## config.mk

```make
export PLATFORM = sky130hd
export DESIGN_NAME = seq_pattern_tx_flat
export DESIGN_NICKNAME = d
export VERILOG_FILES = /design/src/rtl/seq_pattern_tx_if.sv /design/src/rtl/seq_pattern_tx.sv /design/src/flat_wrapper.sv
export SDC_FILE = /design/constraint.sdc
export NUM_CORES = 1
export LEC_CHECK = 0
export CAP_MARGIN = 20
export CORE_MARGIN = 2
export CORE_UTILIZATION = 45
export CTS_CLUSTER_SIZE = 28
export DETAILED_ROUTE_END_ITERATION = 10
export PLACE_DENSITY = 0.77
export SETUP_SLACK_MARGIN = 0.2
export SLEW_MARGIN = 20
export SYNTH_ARGS = -nofsm -noshare
export SYNTH_HDL_FRONTEND = slang
export SYNTH_SLANG_ARGS = --single-unit
```

## constraint.sdc

```tcl
create_clock -name clk -period 1.98 [get_ports clk]
set_input_delay 0.396 -clock clk [delete_from_list [all_inputs] [get_ports clk]]
set_output_delay 0.396 -clock clk [all_outputs]
set_load 0.05 [all_outputs]
```

## src/rtl/seq_pattern_tx_if.sv

```systemverilog
// Handshake and data bundle for the serial pattern transmitter.
// Master drives the request side, slave produces the serial stream.
interface seq_pattern_tx_if #(
  parameter int WIDTH = 4,
  parameter int CNT_W = 4,
  parameter int GAP_W = 4
);
  logic             start;
  logic             abort;
  logic [WIDTH-1:0] pattern;
  logic [CNT_W-1:0] repeat_cnt;
  logic [GAP_W-1:0] gap_len;
  logic             out;
  logic             out_valid;
  logic             busy;
  logic             done;

  modport master (
    output start,
    output abort,
    output pattern,
    output repeat_cnt,
    output gap_len,
    input  out,
    input  out_valid,
    input  busy,
    input  done
  );

  modport slave (
    input  start,
    input  abort,
    input  pattern,
    input  repeat_cnt,
    input  gap_len,
    output out,
    output out_valid,
    output busy,
    output done
  );
endinterface

```

## src/rtl/seq_pattern_tx.sv

```systemverilog
// Serial pattern transmitter: shifts a captured pattern out MSB-first,
// repeated repeat_cnt times with gap_len idle cycles between repeats.
module seq_pattern_tx #(
  parameter int WIDTH = 4,
  parameter int CNT_W = 4,
  parameter int GAP_W = 4
) (
  input logic           clk,
  input logic           reset,
  seq_pattern_tx_if.slave bus
);

  localparam int IW = (WIDTH > 1) ? $clog2(WIDTH) : 1;
  localparam logic [IW-1:0] LAST = IW'(WIDTH - 1);

  typedef enum logic [1:0] {
    IDLE,
    SEND,
    GAP,
    DONE
  } state_t;

  state_t           state, state_d;
  logic [WIDTH-1:0] pat, pat_d;
  logic [CNT_W-1:0] rem, rem_d;
  logic [GAP_W-1:0] gap_cfg, gap_cfg_d;
  logic [GAP_W-1:0] gap_cnt, gap_cnt_d;
  logic [IW-1:0]    bit_idx, bit_idx_d;
  logic             out_q, out_d;
  logic             vld_q, vld_d;
  logic             busy_q, busy_d;
  logic             done_q, done_d;

  always_ff @(posedge clk or negedge reset) begin
    if (!reset) begin
      state   <= IDLE;
      pat     <= '0;
      rem     <= '0;
      gap_cfg <= '0;
      gap_cnt <= '0;
      bit_idx <= '0;
      out_q   <= 1'b0;
      vld_q   <= 1'b0;
      busy_q  <= 1'b0;
      done_q  <= 1'b0;
    end else begin
      state   <= state_d;
      pat     <= pat_d;
      rem     <= rem_d;
      gap_cfg <= gap_cfg_d;
      gap_cnt <= gap_cnt_d;
      bit_idx <= bit_idx_d;
      out_q   <= out_d;
      vld_q   <= vld_d;
      busy_q  <= busy_d;
      done_q  <= done_d;
    end
  end

  // Outputs are the registered image of the state being processed,
  // so each SEND cycle's bit appears one edge after the state is entered.
  always_comb begin
    state_d   = state;
    pat_d     = pat;
    rem_d     = rem;
    gap_cfg_d = gap_cfg;
    gap_cnt_d = gap_cnt;
    bit_idx_d = bit_idx;
    out_d     = 1'b0;
    vld_d     = 1'b0;
    busy_d    = 1'b0;
    done_d    = 1'b0;
    unique case (state)
      IDLE: begin
        if (bus.start) begin
          if (bus.repeat_cnt != '0) begin
            pat_d     = bus.pattern;
            rem_d     = bus.repeat_cnt;
            gap_cfg_d = bus.gap_len;
            bit_idx_d = LAST;
            state_d   = SEND;
          end else begin
            state_d   = DONE;
          end
        end
      end
      SEND: begin
        if (bus.abort) begin
          state_d = IDLE;
        end else begin
          out_d  = pat[bit_idx];
          vld_d  = 1'b1;
          busy_d = 1'b1;
          if (bit_idx == '0) begin
            rem_d = rem - CNT_W'(1);
            if (rem == CNT_W'(1)) begin
              state_d = DONE;
            end else if (gap_cfg == '0) begin
              bit_idx_d = LAST;
            end else begin
              gap_cnt_d = gap_cfg;
              state_d   = GAP;
            end
          end else begin
            bit_idx_d = bit_idx - IW'(1);
          end
        end
      end
      GAP: begin
        if (bus.abort) begin
          state_d = IDLE;
        end else begin
          busy_d = 1'b1;
          if (gap_cnt == GAP_W'(1)) begin
            gap_cnt_d = '0;
            bit_idx_d = LAST;
            state_d   = SEND;
          end else begin
            gap_cnt_d = gap_cnt - GAP_W'(1);
          end
        end
      end
      DONE: begin
        done_d  = 1'b1;
        state_d = IDLE;
      end
      default: state_d = IDLE;
    endcase
  end

  assign bus.out       = out_q;
  assign bus.out_valid = vld_q;
  assign bus.busy      = busy_q;
  assign bus.done      = done_q;

endmodule

```

## src/flat_wrapper.sv

```systemverilog
// flat-port wrapper written by rule: the top's interface ports become plain ports
module seq_pattern_tx_flat 
#(
  parameter int WIDTH = 4,
  parameter int CNT_W = 4,
  parameter int GAP_W = 4
)
  (clk, reset, bus_start, bus_abort, bus_pattern, bus_repeat_cnt, bus_gap_len, bus_out, bus_out_valid, bus_busy, bus_done);
  seq_pattern_tx_if #(.WIDTH(WIDTH), .CNT_W(CNT_W), .GAP_W(GAP_W)) bus_i ();
  input logic clk;
  input logic reset;
  input wire logic [$bits(bus_i.start)-1:0] bus_start;
  input wire logic [$bits(bus_i.abort)-1:0] bus_abort;
  input wire logic [$bits(bus_i.pattern)-1:0] bus_pattern;
  input wire logic [$bits(bus_i.repeat_cnt)-1:0] bus_repeat_cnt;
  input wire logic [$bits(bus_i.gap_len)-1:0] bus_gap_len;
  output wire logic [$bits(bus_i.out)-1:0] bus_out;
  output wire logic [$bits(bus_i.out_valid)-1:0] bus_out_valid;
  output wire logic [$bits(bus_i.busy)-1:0] bus_busy;
  output wire logic [$bits(bus_i.done)-1:0] bus_done;
  assign bus_i.start = bus_start;
  assign bus_i.abort = bus_abort;
  assign bus_i.pattern = bus_pattern;
  assign bus_i.repeat_cnt = bus_repeat_cnt;
  assign bus_i.gap_len = bus_gap_len;
  assign bus_out = bus_i.out;
  assign bus_out_valid = bus_i.out_valid;
  assign bus_busy = bus_i.busy;
  assign bus_done = bus_i.done;
  seq_pattern_tx #(.WIDTH(WIDTH), .CNT_W(CNT_W), .GAP_W(GAP_W)) u_core (.clk(clk), .reset(reset), .bus(bus_i));
endmodule
```

After elaboration in Yosys (flattened, before gate mapping) --
Index checks and enable logic that the tools add are counted. W data, S select, Z words.
Cells by class: add/subtract/negate cells 3, $lt $le $gt $ge 1, equality and inequality tests 18, muxes and demuxes 38, reductions and logical operators 13
Operators with widths (count):
- $mux W4 | 10
- $mux W2 | 16
- $pmux W4 S2 | 2
- $ne A2 B2 Y1 const B | 5
- $eq A4 B1 Y1 const B | 2
- $pmux W2 S4 | 1
- $reduce_and A8 Y1 | 1
- $sub A4 B1 Y4 const B | 2
- $mux W1 | 7
- $ne A2 B1 Y1 const B | 3
- $ne A3 B2 Y1 const B | 2
- $ne A3 B3 Y1 const B | 2
- $pmux W2 S3 | 1
- $reduce_and A6 Y1 | 1
- $reduce_and A5 Y1 | 1
- $eq A2 B2 Y1 const B | 2
- $logic_not A2 Y1 | 2
- $logic_not A4 Y1 | 1
- $ne A4 B3 Y1 const B | 1
- $reduce_and A4 Y1 | 1
- $reduce_bool A2 Y1 | 2
- $reduce_bool A4 Y1 | 1
- $lt A2 B3 Y1 const B | 1
- $reduce_and A3 Y1 | 1
- 5 further kinds | 5
Word-level totals: register bits 24, output and inout bits 4, logic and storage cells 83

Longest topological paths before layout --
word-level depth 6, depth in mapped cells 7, depth with buffers taken out 6

Least setup slack after synthesis --
OpenSTA, ideal clock, no wires.
path kind register to register, from reg u_core.gap_cnt[1], to reg u_core.state[0], setup time 0.127 ns, arrival 1.746 ns, data required time 1.853 ns, slack 0.107 ns, cell stages (with the launch flop) 7, path buffers 0, period minus slack after synthesis 1.873 ns, cells stage by stage dfrtp_1 > inv_1 > ha_1 > or3b_1 > and2_4 > a222oi_1 > mux2_1
Between the ends: word-level cells in the longest chain between the ends 3
Ends and longest elaborated chain:
- start: declaration | RTL line seq_pattern_tx.sv:27 | logic [GAP_W-1:0] gap_cnt, gap_cnt_d;
- start signal: assignment | RTL line seq_pattern_tx.sv:51 | gap_cnt <= gap_cnt_d;
- $eq A4 B1 Y1 | RTL line seq_pattern_tx.sv:114 | if (gap_cnt == GAP_W'(1)) begin
- $ne A3 B2 Y1 (no line)
- $reduce_and A4 Y1 (no line)
- end signal: assignment | RTL line seq_pattern_tx.sv:47 | state <= state_d;
- end: declaration | RTL line seq_pattern_tx.sv:23 | state_t state, state_d;
No other way between the ends. A chain may end at the register's enable or synchronous reset.

Worst setup path in the final report --
Same ends and word-level chain as after synthesis.

==> key figures <==
Outcome
  • Status: completed

Floorplan
  • Die Y: ~60 µm
  • # rows: 20
  • Die Area: approximately 0.0035 mm²
  • Die X-Extent: 59.3 µm
  • Ports: 20
  • Initial core utilization: 0.462
  • Core Box Area: roughly 0.0030 mm²

Clock network
  • CTS clk-pin slew, worst paths: about 0.13 ns
  • Clk buf depth: 2
  • CTS tree: done
  • CTS buffer count: 3
  • H-tree Lvls: 1
  • Clk root buf: clkbuf_4
  • CTS Hold Buffers Added: 0
  • Clock sinks: 24
  • Clock latency on the worst-skew pair: ~0.31 ns

Pwr
  • Combinational share of power: 0.538
  • Net Sw Frac: 0.386
  • Seq pwr share: 0.333
  • VDD IR-drop max: roughly 0.57 mV
  • Clock share of power: 0.129
  • LEAKAGE: approximately 0.86 nW
  • Power Density: between 1000 and 1500 mW/mm²
  • Internal cell power: 0.00168 W
  • Switch Pwr: between 0.001 and 0.0015 W

Timing
  • Least-Margin Pin Slew: between 0.4 and 0.5 ns
  • Final period utilization: 0.976
  • Slew Limit Fails: 0
  • Final Hold Vio Count: 0
  • RSZ-0062 raised after global routing: yes
  • Final setup viols: 0
  • Period minus WS final: 1.93 ns
  • Slew margin rel.: 0.679
  • F_max: between 500 and 600 MHz
  • Clk_skew: about 0.0038 ns

Job
  • MaxCap Viol Count: 0

Routing
  • 1st-iter DRT viols: between 60 and 70
  • Routed len/inst: ~15 µm
  • TritonRoute pass-1 iters: 4
  • Vias per inst: 5.69
  • Post-Route WL: about 3100 µm
  • Vias: 1184
  • Residual DRC: 0
  • ANT nets after route: 0

Worst setup path
  • Arr. time, crit path: between 2 and 2.5 ns
  • Setup crit end kind: register
  • Worst Path Required: between 2 and 2.5 ns
  • Worst path slowest cell: dfrtp_1
  • Critical-path cell list: inv_2 -> ha_4 -> or3b_4 -> and2_4 -> a222oi_1 -> buf_4 -> mux2_4
  • CP startpoint kind: register
  • Worst-path fanout max: 2
  • WS Path Type: register to register
  • Slowest stage delay, CP: around 0.42 ns

Yosys
  • Syn Area/Cell: between 10 and 15 µm²
  • Syn Inst Count: 132
  • Flops & latches, synth: 24
  • Post-synth top flop: dfrtp_1
  • Syn. warnings: 0
  • Synth cell types: 40
  • Fraction of registers with async set/reset: 1.00
  • Post-Syn Area: approximately 0.0014 mm²
  • Post-synthesis sequential area ratio: 0.436
  • Synthesized Nets: about 160
  • Number of synthesized flops with an enable pin: 0

Final layout
  • Nets: between 200 and 250
  • Post-layout instance area: 0.00189 mm²
  • Layout cells sized above 1: 0.309
  • N_diodes: 0
  • Core Util, Final: 0.634
  • Most frequent cells in the layout: 23 x dfrtp_1, 21 x buf_4, 14 x clkdlybuf4s50_1
  • Commonest non-fill, non-tap cell in the layout: dfrtp_1
  • Synth-to-Final Area Change: 37.1%

GRT
  • M2 GR Usage: 0.364
  • Overflow after GRT: 0
  • Largest net degree at the start of global routing: 25
  • First-pass GRT wire length: between 5000 and 6000 µm
  • Busiest grt layer: met2
  • Vias in the first global route: around 1200
  • GR met3 Demand/Resource: 0.0284
  • GRT Util Overall: 0.192
  • Initial antenna violation count: 0
  • Met1 Track Usage GR: 0.219

Placed design
  • Routability cong.: ~0.87
  • Detail Placement HPWL: around 2200 µm
  • I/O Buffers: 19
  • Placed cell area: roughly 0.0017 mm²

Hold path
  • HP Class: primary input to asynchronous set/reset pin
[cells in the mapped netlist (2+ instances only)]
library cell,instances,area [µm²]
mux2i_1,3,30.0
nand3_1,5,25.0
dfrtp_1,24,601
nand3b_1,2,15.0
inv_1,13,48.8
or3_1,2,12.5
nor2_1,7,26.3
nand2_1,4,15.0
and3_1,3,18.8
or4_1,2,15.0
a211oi_1,3,22.5
a21oi_1,5,25.0
ha_1,10,125
nor3_1,4,20.0
clkbuf_1,2,7.51
nand2b_1,2,12.5
mux2_2,8,90.1
o21ai_0,10,50.1
a22oi_1,2,15.0
[layout make-up]
type                    instances  area (µm²)
clock buffers                   3        22.5
clock inverters                 1        30.0
fillers                       254        1090
inverters                      14        52.6
multi-input cells              92         782
flip-flops and latches         24         602
well taps                      33        41.3
repair buffers                 41         357
[flip-flops by register name, indices dropped and copies added, names as in the netlist, 2 cells and up]
name and count:
u_core.state 2, u_core.gap_cfg 4, u_core.gap_cnt 4, u_core.bit_idx 2, u_core.rem 4, u_core.pat 4
[repair_timing]
action | in CTS | in global routing
pin swaps | 2 | 5
setup buffers | 6 | 6
setup endpoints to repair | 23 | 17
gates resized for setup | 19 | 8
[worst max-delay path: cells and delay by family, from the launching register on]
family                     cells  cell delay (ns)
muxes                          1             0.29
buffers and inverters          2             0.27
adders and majority gates      1             0.11
AOI/OAI and AO/OA              1             0.23
and+or+nand+nor                2             0.52
DFF                            1             0.42
[layer usage]
metal | up-vias | wire length (µm)
li1 | 566 | -
met1 | 585 | 1320
met2 | 31 | 1700
met3 | 2 | 118
met4 | 0 | 10
met5 | - | 0
[worst paths after layout]
check / depth (start not counted) / endpoint / start / slack (ns)
max reg2reg: 7 / u_core.state[0] / u_core.gap_cnt[1] / 0.05
min: 2 / u_core.state[1] / reset / 0.43
min reg2reg: 1 / u_core.pat[1] / u_core.pat[1] / 0.52
max: 7 / u_core.state[0] / u_core.gap_cnt[1] / 0.05
max in group asynchronous: 2 / u_core.gap_cnt[0] / reset / 1.30
min in group clk: 3 / u_core.rem[3] / bus_repeat_cnt[3] / 0.46
[per-stage QoR]
step                      std cells  setup WS (ns)  TNS, ns  power [W]  hold WS, ns
after detailed placement        192         -0.175    -1.47    0.00211        0.494
after global routing            208        -0.0258  -0.0337    0.00294        0.450
final                           208         0.0467        0    0.00273        0.427
after floorplan                 132          0.107        0    0.00171        0.100
after CTS                       202         0.0462        0    0.00259        0.438
after global placement          192         -0.131    -1.10    0.00204        0.486
[power by group through the flow]
stage	Clock [W]	Sequential (W)	Combinational (W)
after floorplan	0	0.000956	0.000756
after global placement	0	0.000883	0.00115
after detailed placement	0	0.000901	0.00121
after CTS	0.000360	0.000892	0.00134
after global routing	0.000382	0.000938	0.00162
final	0.000352	0.000911	0.00147
[cell families after synthesis]
logic type	Yosys count	synth area share
buf+inv	16	0.0436
simple gates	39	0.164
compound gates	30	0.154
flops	24	0.436
fa+ha+maj	10	0.0909
mux	13	0.112
Power figures use the tool's default switching activity.
